$ cat src/rtl/xor_pkg.sv
// Shared definitions for the XOR stream unit: mode encodings and packet state.
package xor_pkg;

    localparam logic [1:0] MODE_PAIR   = 2'd0;
    localparam logic [1:0] MODE_ACCUM  = 2'd1;
    localparam logic [1:0] MODE_PARITY = 2'd2;

    typedef enum logic {
        IDLE       = 1'b0,
        ACCUM_OPEN = 1'b1
    } xor_state_t;

endpackage

$ cat src/rtl/xor_out_reg.sv
// One-entry output register for the XOR stream unit.
// Owns the result handshake and the upstream ready equation.
module xor_out_reg #(
    parameter int W     = 8,
    parameter int CNT_W = 8
) (
    input  logic             clk,
    input  logic             rst_n,
    input  logic             i_load,
    input  logic [W-1:0]     i_load_data,
    input  logic [CNT_W-1:0] i_load_beats,
    input  logic             out_ready,
    output logic             out_valid,
    output logic [W-1:0]     out_data,
    output logic [CNT_W-1:0] out_beats,
    output logic             in_ready
);

    logic             r_valid;
    logic [W-1:0]     r_data;
    logic [CNT_W-1:0] r_beats;

    // Load a new result, or retire the held one once the consumer takes it.
    always_ff @(posedge clk or negedge rst_n) begin
        if (!rst_n) begin
            r_valid <= 1'b0;
            r_data  <= '0;
            r_beats <= '0;
        end else if (i_load) begin
            r_valid <= 1'b1;
            r_data  <= i_load_data;
            r_beats <= i_load_beats;
        end else if (out_ready) begin
            r_valid <= 1'b0;
        end else begin
            r_valid <= r_valid;
        end
    end

    assign out_valid = r_valid;
    assign out_data  = r_data;
    assign out_beats = r_beats;
    assign in_ready  = !r_valid || out_ready;

endmodule

$ cat src/rtl/xor_stream_unit.sv
// Registered XOR stream unit: per-beat XOR, packet XOR checksum, or per-beat parity
// under valid/ready handshakes on both sides.
module xor_stream_unit
    import xor_pkg::*;
#(
    parameter int W     = 8,
    parameter int CNT_W = 8
) (
    input  logic             clk,
    input  logic             rst_n,
    input  logic [1:0]       mode,
    input  logic             in_valid,
    output logic             in_ready,
    input  logic [W-1:0]     in_a,
    input  logic [W-1:0]     in_b,
    input  logic             in_last,
    output logic             out_valid,
    input  logic             out_ready,
    output logic [W-1:0]     out_data,
    output logic [CNT_W-1:0] out_beats
);

    localparam logic [CNT_W-1:0] CNT_MAX = {CNT_W{1'b1}};

    xor_state_t       r_state;
    xor_state_t       w_state_nxt;
    logic [W-1:0]     r_acc;
    logic [W-1:0]     w_acc_nxt;
    logic [CNT_W-1:0] r_cnt;
    logic [CNT_W-1:0] w_cnt_nxt;
    logic             w_accept;
    logic [1:0]       w_mode_eff;
    logic [W-1:0]     w_xor;
    logic [W-1:0]     w_fold;
    logic [CNT_W-1:0] w_cnt_inc;
    logic             w_load;
    logic [W-1:0]     w_load_data;
    logic [CNT_W-1:0] w_load_beats;

    // Beat count that sticks at the maximum instead of wrapping.
    function automatic logic [CNT_W-1:0] sat_inc(input logic [CNT_W-1:0] v);
        sat_inc = (v == CNT_MAX) ? CNT_MAX : v + CNT_W'(1);
    endfunction

    function automatic logic parity_of(input logic [W-1:0] v);
        parity_of = ^v;
    endfunction

    assign w_accept   = in_valid && in_ready;
    assign w_xor      = in_a ^ in_b;
    assign w_fold     = r_acc ^ w_xor;
    assign w_cnt_inc  = sat_inc(r_cnt);
    // An open packet keeps accumulating no matter what mode says.
    assign w_mode_eff = (r_state == ACCUM_OPEN) ? MODE_ACCUM : mode;

    // Next-state, accumulator and output-load decode.
    always_comb begin
        w_state_nxt  = r_state;
        w_acc_nxt    = r_acc;
        w_cnt_nxt    = r_cnt;
        w_load       = 1'b0;
        w_load_data  = '0;
        w_load_beats = '0;
        if (w_accept) begin
            case (w_mode_eff)
                MODE_ACCUM: begin
                    if (in_last) begin
                        w_load       = 1'b1;
                        w_load_data  = w_fold;
                        w_load_beats = w_cnt_inc;
                        w_acc_nxt    = '0;
                        w_cnt_nxt    = '0;
                        w_state_nxt  = IDLE;
                    end else begin
                        w_acc_nxt    = w_fold;
                        w_cnt_nxt    = w_cnt_inc;
                        w_state_nxt  = ACCUM_OPEN;
                    end
                end
                MODE_PARITY: begin
                    w_load         = 1'b1;
                    w_load_data[0] = parity_of(w_xor);
                    w_load_beats   = CNT_W'(1);
                end
                default: begin
                    w_load       = 1'b1;
                    w_load_data  = w_xor;
                    w_load_beats = CNT_W'(1);
                end
            endcase
        end else begin
            w_state_nxt = r_state;
        end
    end

    // Packet state, running checksum and beat counter.
    always_ff @(posedge clk or negedge rst_n) begin
        if (!rst_n) begin
            r_state <= IDLE;
            r_acc   <= '0;
            r_cnt   <= '0;
        end else begin
            r_state <= w_state_nxt;
            r_acc   <= w_acc_nxt;
            r_cnt   <= w_cnt_nxt;
        end
    end

    xor_out_reg #(
        .W     (W),
        .CNT_W (CNT_W)
    ) u_out_reg (
        .clk          (clk),
        .rst_n        (rst_n),
        .i_load       (w_load),
        .i_load_data  (w_load_data),
        .i_load_beats (w_load_beats),
        .out_ready    (out_ready),
        .out_valid    (out_valid),
        .out_data     (out_data),
        .out_beats    (out_beats),
        .in_ready     (in_ready)
    );

endmodule

$ cat config.mk
export PLATFORM = sky130hd
export DESIGN_NAME = xor_stream_unit
export DESIGN_NICKNAME = d
export VERILOG_FILES = /design/src/rtl/xor_pkg.sv /design/src/rtl/xor_out_reg.sv /design/src/rtl/xor_stream_unit.sv
export SDC_FILE = /design/constraint.sdc
export NUM_CORES = 1
export LEC_CHECK = 0
export CAP_MARGIN = 40
export CORE_MARGIN = 2
export CORE_UTILIZATION = 37
export CTS_BUF_LIST = sky130_fd_sc_hd__clkbuf_2
export DETAILED_ROUTE_END_ITERATION = 6
export PLACE_DENSITY = 0.74
export SETUP_SLACK_MARGIN = 0.02
export SYNTH_ARGS = -nofsm -noshare
export SYNTH_HDL_FRONTEND = slang
export SYNTH_SLANG_ARGS = --single-unit
$ cat constraint.sdc
create_clock -name clk -period 1.6 [get_ports clk]
set_input_delay 0.32 -clock clk [delete_from_list [all_inputs] [get_ports clk]]
set_output_delay 0.32 -clock clk [all_outputs]
set_load 0.02 [all_outputs]
==> results of run 1 <==
[path summary, 6_finish.rpt]
kind                                          end  slack [ns]  cells past startpoint
max                         u_out_reg.out_data[0]         0.1                      8
min                                      r_cnt[5]        0.27                      2
max reg2reg                 u_out_reg.out_data[0]         0.1                      8
min reg2reg                u_out_reg.out_beats[1]        0.50                      2
max in group asynchronous                r_acc[0]        1.14                      2
min in group clk           u_out_reg.out_beats[1]        0.50                      2
[per-stage QoR]
stage	util	total power (µW)
after floorplan	-	2340
after global placement	0.519	3030
after detailed placement	0.519	3090
after CTS	0.534	3500
after global routing	0.549	3840
final	0.549	3560
[power breakdown]
group	total [µW]	leakage (µW)	internal (µW)	switching, µW
Combinational	1750	0.000831	888	862
Clock	413	0.0000264	99.7	313
Sequential	1390	0.000443	1140	253
[cells in the mapped netlist (3+ instances only)]
cell       n
nand2b_1   5
o21ai_0   21
xnor2_2    8
nand2_1   27
and3_1     3
inv_1      3
a21o_1     3
a21oi_1   26
nor2_1     6
xnor2_1   17
nor2b_1    7
nor3_1     8
nand3_1    4
dfrtp_1   34
ha_1       3
clkbuf_1   5
[cell families after synthesis]
| group | Yosys count | synth area share |
|---|---|---|
| adders and majority gates | 3 | 0.0193 |
| muxes | 2 | 0.0103 |
| DFF | 34 | 0.438 |
| xor gates and xnor gates | 26 | 0.148 |
| AOI/OAI and AO/OA | 62 | 0.179 |
| buffers and inverters | 11 | 0.0264 |
| and+or+nand+nor | 67 | 0.178 |
[layer usage]
layer / vias up / part of all wire / GRT usage
met3: 10 / 0.038 / 0.0403
met4: 0 / 0.022 / 0.0727
li1: 851 / - / -
met2: 40 / 0.50 / 0.271
met5: - / 0 / 0
met1: 815 / 0.44 / 0.187
[placed cells by master (no fill, tap or decap), drive strengths merged]
master	netlist	final
o22a	1	1
o21bai	1	1
clkinv	0	2
nand3	4	4
ha	3	3
nand2b	6	6
buf	3	33
o21a	2	2
nand2	27	27
a22oi	1	1
a31oi	1	1
a21o	3	3
and4	1	1
dlygate4sd2	0	17
inv	3	3
nor3	8	8
nor2b	7	7
clkbuf	5	6
xor2	1	1
o21ai	23	23
nand4	2	3
clkdlybuf4s50	0	22
a22o	1	1
nor2	6	6
clkinvlp	0	1
dfrtp	34	34
and3	4	4
or2	1	1
xnor2	25	25
and2b	1	1
a31o	2	2
a21oi	27	27
mux2i	2	2
[cell type report]
class                   count  area, µm²  area share
flip-flops and latches     34        851       0.305
clock inverters             3       16.3     0.00584
multi-input cells         161       1130       0.407
clock buffers               5       25.0     0.00898
repair buffers             73        661       0.237
inverters                   3       11.3     0.00404
well taps                  70       87.6      0.0314
[timing repair]
| action | in CTS | in global routing |
|---|---|---|
| setup buffers | 2 | 4 |
| endpoints found under the setup margin | 39 | 31 |
| gates cloned | 1 | 1 |
| hold endpoints to repair | 0 | 0 |
| pin swaps | 1 | 2 |
| resized for setup | 25 | 16 |
[state kept, by name, indices dropped and copies added (netlist names)]
signal               flops
u_out_reg.out_beats      8
r_cnt                    8
r_acc                    8
u_out_reg.out_valid      1
u_out_reg.out_data       8
r_state                  1
[worst reg2reg max path, cell delays in order, from the launching register on]
cell and delay [ns]:
dfrtp_1 0.41, buf_4 0.13, nand2b_4 0.14, ha_4 0.18, buf_4 0.13, nand2_2 0.09
o21bai_1 0.08, a22oi_1 0.15, o21ai_1 0.09
==> qor.yml, run 1 <==
max-slew-margin-rel: 0.763
synth-edff-count: 0
synth_top_area_share: 0.438
gr-total-overflow: 0
area_growth_syn_to_layout_pct: 43.4
wl_mm: 4.32
tns_ns: 0
slew_violations: 0
setup_viol: 0
fillers: 458
finalInstanceArea_mm2: 0.00279
hp-class: "in -> async"
io_buffers: 40
placed_cell_area_mm2: 0.00264
power.leakage_uw: 0.00130
diodes: 0
finalClockSkew_ns: 0.0137
worst-path-buf-inv: 2
cts_buffer_depth: 2
r2r_start: "r_state"
cts_root_buf: "clkbuf_2"
powerDensity_mw_per_mm2: 1280
grt_max_degree: 35
drive_above_1_share: 0.251
wl_per_cell_um: 12.4
path_class: "reg -> reg"
grt_use_total: 0.159
yosys_warnings: 0
cp_slowest_stage_delay_ns: 0.41
worstPathArrival_ns: 1.79
grt_first_pass_wirelength_mm: 7.45
crit_fanout: 5
cap_violations: 0
io-pin-count: 41
gp_congestion: 0.744
async_reset_ff_frac: 1.00
postRouteAntennaNets: 0
synth_ff_type: "dfrtp_1"
cts_htree_levels: 2
worstPathRequired_ns: 1.88
syn_avg_cell_area_um2: 9.47
ys_ff_latch: 34
crit_chain: "buf_4 > nand2b_4 > ha_4 > buf_4 > nand2_2 > o21bai_1 > a22oi_1 > o21ai_1"
ir_drop_v: 0.000649
crit_path_frequent_cell: "buf_4"
hold_buffers: 0
worstSetupEndpointType: "register"
whs_ns: 0.267
yosysSeqAreaShare: 0.438
outcome: "finished, final reports clean"
yosysTopAreaCell: "dfrtp_1"
clock_sink_count: 34
grt_pass1_vias: 1715
layout_min_cycle_time_ns: 1.50
nets: 304
dp_slack_ns: -0.482
vias: 1716
dieArea_mm2: 0.00584
clkTransAtPathRegs_ns: 0.19
viasPerCell: 4.92
ys_types: 37
grt_setup_unrepaired: "yes"
crit_start: "r_state"
synth.area.top_cells: "dfrtp_1, xnor2_1, a21oi_1, xnor2_2, o21ai_0"
dp.cells: 333
synthCells: 205
cpLargestDelayFamily: "flip-flops"
design.core.area_mm2: 0.00507
clock_latency_ns: 0.39
post-route-drc-count: 0
hold_viol: 0
cts_tree: "yes"
grt_antenna_before_repair: 0
dr.first_iter.drc_count: 119
critPathSlowestCell: "dfrtp_1"
start_kind: "register"
worst_slack_ns: 0.0964
initial_utilization: 0.383
post-route-period-util: 0.940
fp.dieH_um: 76.4
worst_pin_slew_ns: 0.354
hpwl_mm: 3.11
synth_area_mm2: 0.00194
synth.net_count: 231
fmax_mhz: 665
numCtsBuffers: 5
fin_cells: 349
row_count: 26
drt_pass1_iterations: 4
die_w_um: 76.4
Power figures use the tool's default switching activity.
==> run 2: changes to the inputs <==
Settings changed: ABC_AREA set to 1, CTS_CLUSTER_DIAMETER set to 120.
==> run 2 against run 1 <==
Critical path depth unchanged. Largest power group unchanged. Flip-flop and latch count did not move. Global-route usage grew 0.59 points. Combinational power fell by 5%. Fmax shrank 1.2%. Utilization is 0.40 points higher. Hold slack improved by 0.0092 ns.
==> qor.yml, run 2 <==
outcome: "finished, final reports clean"
layout_min_cycle_time_ns: 1.52  # +0.0181 ns
initial_utilization: 0.386  # +0.00343
synth_ff_type: "dfrtp_1"
drive_above_1_share: 0.189  # -0.0615
cts_buffer_depth: 2  # unchanged
grt_setup_unrepaired: "yes"
gr-total-overflow: 0  # unchanged
viasPerCell: 4.66  # -5.2%
worstSetupEndpoint: "r_cnt[4]"
r2r_start: "r_cnt[0]"
area_growth_syn_to_layout_pct: 43.2
wl_per_cell_um: 10.9  # -12%
yosys-top-cells-count: "nand2_1, inv_1, dfrtp_1"
worst_pin_slew_ns: 0.223  # -0.131 ns
setup_viol: 0  # unchanged
fmax_mhz: 657  # -1.2%
power.switching_uw: 1360  # -4.4%
slew_violations: 0  # unchanged
yosysTopAreaCell: "dfrtp_1"
synthCells: 274  # +34%
hp-class: "in -> async"
clkPwrFrac: 0.112  # -0.004
worstPathRequired_ns: 1.91  # +0.03 ns
postRouteAntennaNets: 0  # unchanged
rr_endpoint: "r_cnt[4]"
ys_ff_latch: 34  # unchanged
synth.net_count: 300  # +30%
dr.first_iter.drc_count: 97  # -18%
tns_ns: 0  # unchanged
crit_fanout: 4  # -1
p_seq_frac: 0.389  # -0.003
cts_tree: "yes"
numCtsBuffers: 5  # unchanged
ys_types: 28  # -24%
cpLargestDelayFamily: "simple AND/OR/NAND/NOR gates"
internal-power_uw: 1980  # -6.8%
whs_ns: 0.277  # +0.00917 ns
ff2ff_path_depth: 8  # unchanged
diodes: 0  # unchanged
design.core.area_mm2: 0.00514  # +1.3%
power.leakage_uw: 0.00154  # +18%
layout_common_cells: "nand2_1, buf_4, inv_1, dfrtp_1, o21ai_0"
syn_avg_cell_area_um2: 7.24  # -24%
max-slew-margin-rel: 0.851  # +0.0879
crit_chain: "ha_2 > nand4_1 > nor2_2 > nand3_1 > inv_2 > buf_4 > a21oi_1 > o22ai_1"
r2r_slack_ns: 0.08  # -0.02 ns
cts_htree_levels: 2  # unchanged
io-pin-count: 41  # unchanged
synth.area.top_cells: "dfrtp_1, nand2_1, o21ai_0, inv_1, xor2_1"
grt_antenna_before_repair: 0  # unchanged
grt_pass1_vias: 1846  # +7.6%
yosysSeqAreaShare: 0.429  # -0.00939
async_reset_ff_frac: 1.00  # unchanged
grt_first_pass_wirelength_mm: 8.02  # +7.6%
netSwitchingFraction: 0.407  # +0.00598
dieArea_mm2: 0.00597  # +2.1%
cts_root_buf: "clkbuf_2"
drt_pass1_iterations: 4  # unchanged
fp.dieH_um: 77.2  # +1.0%
cp_slowest_stage_delay_ns: 0.39  # -0.02 ns
layout_commonest_cell: "nand2_1"
hold_buffers: 0  # unchanged
post-route-period-util: 0.951  # +0.0113
io_buffers: 40  # unchanged
clock_sink_count: 34  # unchanged
ir_drop_v: 0.000640  # -1.5%
vias: 1999  # +16%
cap_violations: 0  # unchanged
powerDensity_mw_per_mm2: 1180  # -7.7%
die_w_um: 77.2  # +1.0%
yosysMostFrequentCell: "nand2_1"
finalInstanceArea_mm2: 0.00284  # +2.0%
placed_cell_area_mm2: 0.00275  # +4.3%
finalClockSkew_ns: 0.00923  # -0.00448 ns
critPathSlowestCell: "dfrtp_1"
start_kind: "register"
nets: 384  # +26%
path_depth: 8  # unchanged
yosys_warnings: 0  # unchanged
wl_mm: 4.66  # +8.0%
post-route-drc-count: 0  # unchanged
clkTransAtPathRegs_ns: 0.16  # -0.03 ns
synth_area_mm2: 0.00198  # +2.2%
path_class: "reg -> reg"
worstSetupEndpointType: "register"
worstPathArrival_ns: 1.84  # +0.05 ns
crit_start: "r_cnt[0]"
synth-edff-count: 0  # unchanged
row_count: 26  # unchanged
synth_top_area_share: 0.429  # -0.00939
clock_latency_ns: 0.38  # about the same
hold_viol: 0  # unchanged
worst-path-buf-inv: 2  # unchanged
pwr-share-comb: 0.498  # +0.006
grt_use_total: 0.165  # +0.00591
grt_max_degree: 35  # unchanged
gp_congestion: 0.719  # -3.3%
hpwl_mm: 3.43  # +11%
-- run 2: cell types whose count changed after synthesis, moves of 8 or more --
cell     change
nand2_1     +80
o21ai_0     +10
inv_1       +34
xnor2_1     -16
xnor2_2      -8
a21oi_1     -21
-- run 2: worst min-delay path by stage --
| stage | startpoint | end | depth (start not counted) |
|---|---|---|---|
| 2_1_floorplan | rst_n | r_acc[0] | 0 |
| 3_3_place_gp | u_out_reg.out_data[3] | u_out_reg.out_data[3] | 2 |
| 3_5_place_dp | u_out_reg.out_beats[7] | u_out_reg.out_beats[7] | 2 |
| 4_1_cts | rst_n | u_out_reg.out_beats[0] | 2 |
| 5_1_grt | rst_n | u_out_reg.out_beats[6] | 2 |
| 6_report | rst_n | u_out_reg.out_beats[6] | 2 |
-- run 2: area by class of cell --
type	count	area, µm²
timing repair buffer	81	712
sequential	34	851
multi-input combinational	196	1000
tap	70	87.6
inverter	40	153
fill	511	2300
clock buffer	5	25.0
clock inverter	3	11.3
-- run 2: repair_timing --
action | 4_1_cts | 5_1_grt
endpoints found under the setup margin | 26 | 34
setup buffers | 0 | 5
gates resized for setup | 19 | 17
endpoints found under the hold margin | 0 | 0
pin swaps | 0 | 4
cloned | 0 | 0
-- run 2: power by group through the flow --
stage | combinational, µW | sequential, µW | clock (µW)
floorplan | 766 | 1450 | 0
global placement | 1630 | 1320 | 0
detailed placement | 1680 | 1320 | 0
CTS | 1600 | 1300 | 387
global route | 1860 | 1340 | 421
finish | 1670 | 1300 | 376
-- run 2: cells by family (layout without fill, tap and decap cells) --
| group | Yosys count | after routing | share of synthesized area |
|---|---|---|---|
| and+or+nand+nor | 129 | 129 | 0.267 |
| AOI/OAI and AO/OA | 55 | 55 | 0.160 |
| buffers and inverters | 44 | 129 | 0.0857 |
| DFF | 34 | 34 | 0.429 |
| xor gates and xnor gates | 9 | 9 | 0.0397 |
| adders and majority gates | 3 | 3 | 0.0189 |
-- run 2: per-layer routing --
layer / global-route usage / wire [µm]
met1: 0.211 / 2210
met2: 0.275 / 2230
met3: 0.0400 / 161
met4: 0.0482 / 63
met5: 0 / 0
-- run 2: stage by stage --
stage | cells | setup slack [ns] | total power [µW] | utilization
after CTS | 424 | 0.0403 | 3290 | 0.537
final | 429 | 0.0783 | 3350 | 0.553
after detailed placement | 416 | -0.366 | 3000 | 0.535
after floorplan | 274 | 0.0260 | 2220 | -
after global routing | 429 | -0.0340 | 3620 | 0.553
after global placement | 416 | -0.301 | 2950 | 0.535
==> run 3: changes to the inputs <==
Settings changed: PLACE_DENSITY 0.74 to 0.72.
Clock period 1.6 ns to 1.45 ns, I/O delays scaled along.
==> run 3 against run 2 <==
The run now ends with negative setup slack left. Largest power group unchanged. Count of clock-buffer cells in the layout unchanged. Clock skew up 0.013 ns. Global-route usage up 1.1 points. First-iteration DRC count up 8.2%. Critical endpoint is now r_cnt[5]. Utilization up 2.0 points. Highest routed layer unchanged. Design area up 3.6%. Via count up 4.2%. Fmax up 1.5%.
==> qor.yml, run 3 (synthesized netlist as in run 2, its figures left out) <==
outcome: "complete, but fails checks"
violations: "negative setup slack"
start_kind: "register"
hold_buffers: 0  # unchanged
dr.first_iter.drc_count: 105  # +8.2%
diodes: 0  # unchanged
grt_pass1_vias: 1970  # +6.7%
hp-class: "in -> async"
r2r_slack_ns: -0.05  # -0.13 ns
slew_violations: 0  # unchanged
cap_violations: 0  # unchanged
max-slew-margin-rel: 0.759  # -0.0919
postRouteAntennaNets: 0  # unchanged
critPathSlowestCell: "dfrtp_1"
numCtsBuffers: 5  # unchanged
die_w_um: 77.2  # unchanged
crit_fanout: 6  # +2
worst-path-buf-inv: 1  # -1
nets: 388  # +1.0%
layout_common_cells: "nand2_1, buf_4, dfrtp_1, inv_1, clkdlybuf4s50_1"
cts_tree: "yes"
whs_ns: 0.213  # -0.0636 ns
gp_congestion: 0.794  # +10%
finalClockSkew_ns: 0.0221  # +0.0129 ns
powerDensity_mw_per_mm2: 1380  # +17%
cp_slowest_stage_delay_ns: 0.41  # +0.02 ns
layout_commonest_cell: "nand2_1"
drive_above_1_share: 0.309  # +0.119
grt_setup_unrepaired: "yes"
clock_sink_count: 34  # unchanged
fin_cells: 433  # +0.93%
fp.dieH_um: 77.2  # unchanged
io-pin-count: 41  # unchanged
power.leakage_uw: 0.00155  # +0.75%
dieArea_mm2: 0.00597  # unchanged
postLayoutCoreUtil: 0.573  # +0.0200
regArea_um2: 851  # unchanged
vias: 2082  # +4.2%
cpLargestDelayFamily: "simple AND/OR/NAND/NOR gates"
dp.cells: 413  # -0.72%
setup_viol: 5  # +5
hpwl_mm: 3.57  # +4.0%
wl_mm: 5.28  # +13%
wl_met1_mm: 2.32  # +5.2%
fmax_mhz: 667  # +1.5%
worstPathRequired_ns: 1.80  # -0.11 ns
total_power_uw: 4070  # +22%
gr-total-overflow: 0  # unchanged
grt_use_total: 0.175  # +0.0107
dr_wl_met2_mm: 2.56  # +15%
layout_min_cycle_time_ns: 1.50  # -0.0220 ns
cts_root_buf: "clkbuf_2"
clkTransAtPathRegs_ns: 0.20  # +0.04 ns
worst_slack_ns: -0.0497  # -0.128 ns
drt_pass1_iterations: 4  # unchanged
grt_first_pass_wirelength_mm: 8.54  # +6.5%
design.core.area_mm2: 0.00514  # unchanged
crit_chain: "ha_2 > nand4_1 > nor2_2 > nand3_2 > clkinv_4 > a21oi_2 > o21ai_2 > nand2_1 > o21ai_1"
highest_layer: "met4"
tns_ns: -0.154  # -0.154 ns
path_class: "reg -> reg"
clock_latency_ns: 0.40  # +0.02 ns
ir_drop_v: 0.00107  # +68%
cts_htree_levels: 2  # unchanged
worstSetupEndpointType: "register"
grt_max_degree: 35  # unchanged
area_growth_syn_to_layout_pct: 48.4
initial_utilization: 0.386  # unchanged
ff2ff_path_depth: 9  # +1
post-route-drc-count: 0  # unchanged
path_depth: 9  # +1
viasPerCell: 4.81  # +3.2%
grt_antenna_before_repair: 0  # unchanged
io_buffers: 40  # unchanged
row_count: 26  # unchanged
cts_buffer_depth: 2  # unchanged
post-route-period-util: 1.03  # +0.0832
worstPathArrival_ns: 1.85  # about the same
fillers: 497  # -2.7%
wl_met3_um: 332  # +110%
multi_input_area_mm2: 0.00112  # +11%
worst_pin_slew_ns: 0.358  # +0.135 ns
hold_viol: 0  # unchanged
wl_per_cell_um: 12.2  # +12%
==> run 3: cell count changes in the layout (fill, tap and decap cells not counted), sizes merged <==
cell           delta
clkinvlp          +3
clkdlybuf4s15     +2
inv               -2
dlygate4sd2      -17
clkbuf           +14
buf               +4
==> run 3: area by class of cell <==
| type | instances | share of cell area |
|---|---|---|
| clock inverters | 3 | 0.00552 |
| clock buffers | 5 | 0.00850 |
| repair buffers | 84 | 0.230 |
| multi-input cells | 196 | 0.379 |
| inverters | 40 | 0.0557 |
| repair inverters | 1 | 0.00255 |
| flip-flops and latches | 34 | 0.289 |
| well taps | 70 | 0.0297 |
==> run 3: what timing repair did <==
item | CTS | global route
pin swaps | 10 | 21
resized for setup | 48 | 68
cloned | 1 | 0
buffers inserted | 3 | 9
endpoints found under the setup margin | 40 | 51
==> run 3: power breakdown <==
group	internal [µW]	switching, µW
Sequential	1250	203
Combinational	979	1180
Clock	110	348
Total	2340	1730
==> run 3: metrics by stage <==
stage	cell area (µm²)	setup slack (ns)
after CTS	2820	-0.0544
after global placement	2720	-0.441
after global routing	2940	-0.157
after detailed placement	2720	-0.501
after floorplan	2000	0.0254
final	2940	-0.0497
==> run 3: final timing paths <==
kind,from,to
worst max-delay path,r_cnt[0],r_cnt[5]
worst min-delay path,rst_n,u_out_reg.out_beats[6]
worst max register to register,r_cnt[0],r_cnt[5]
worst min register to register,u_out_reg.out_beats[5],u_out_reg.out_beats[5]
max in group asynchronous,rst_n,r_acc[2]
min in group clk,u_out_reg.out_beats[5],u_out_reg.out_beats[5]
==> run 3: layer usage <==
layer  up-vias  track usage
li1       1045            -
met1       968        0.235
met2        63        0.278
met3         6       0.0435
met4         0       0.0554
met5         -            0
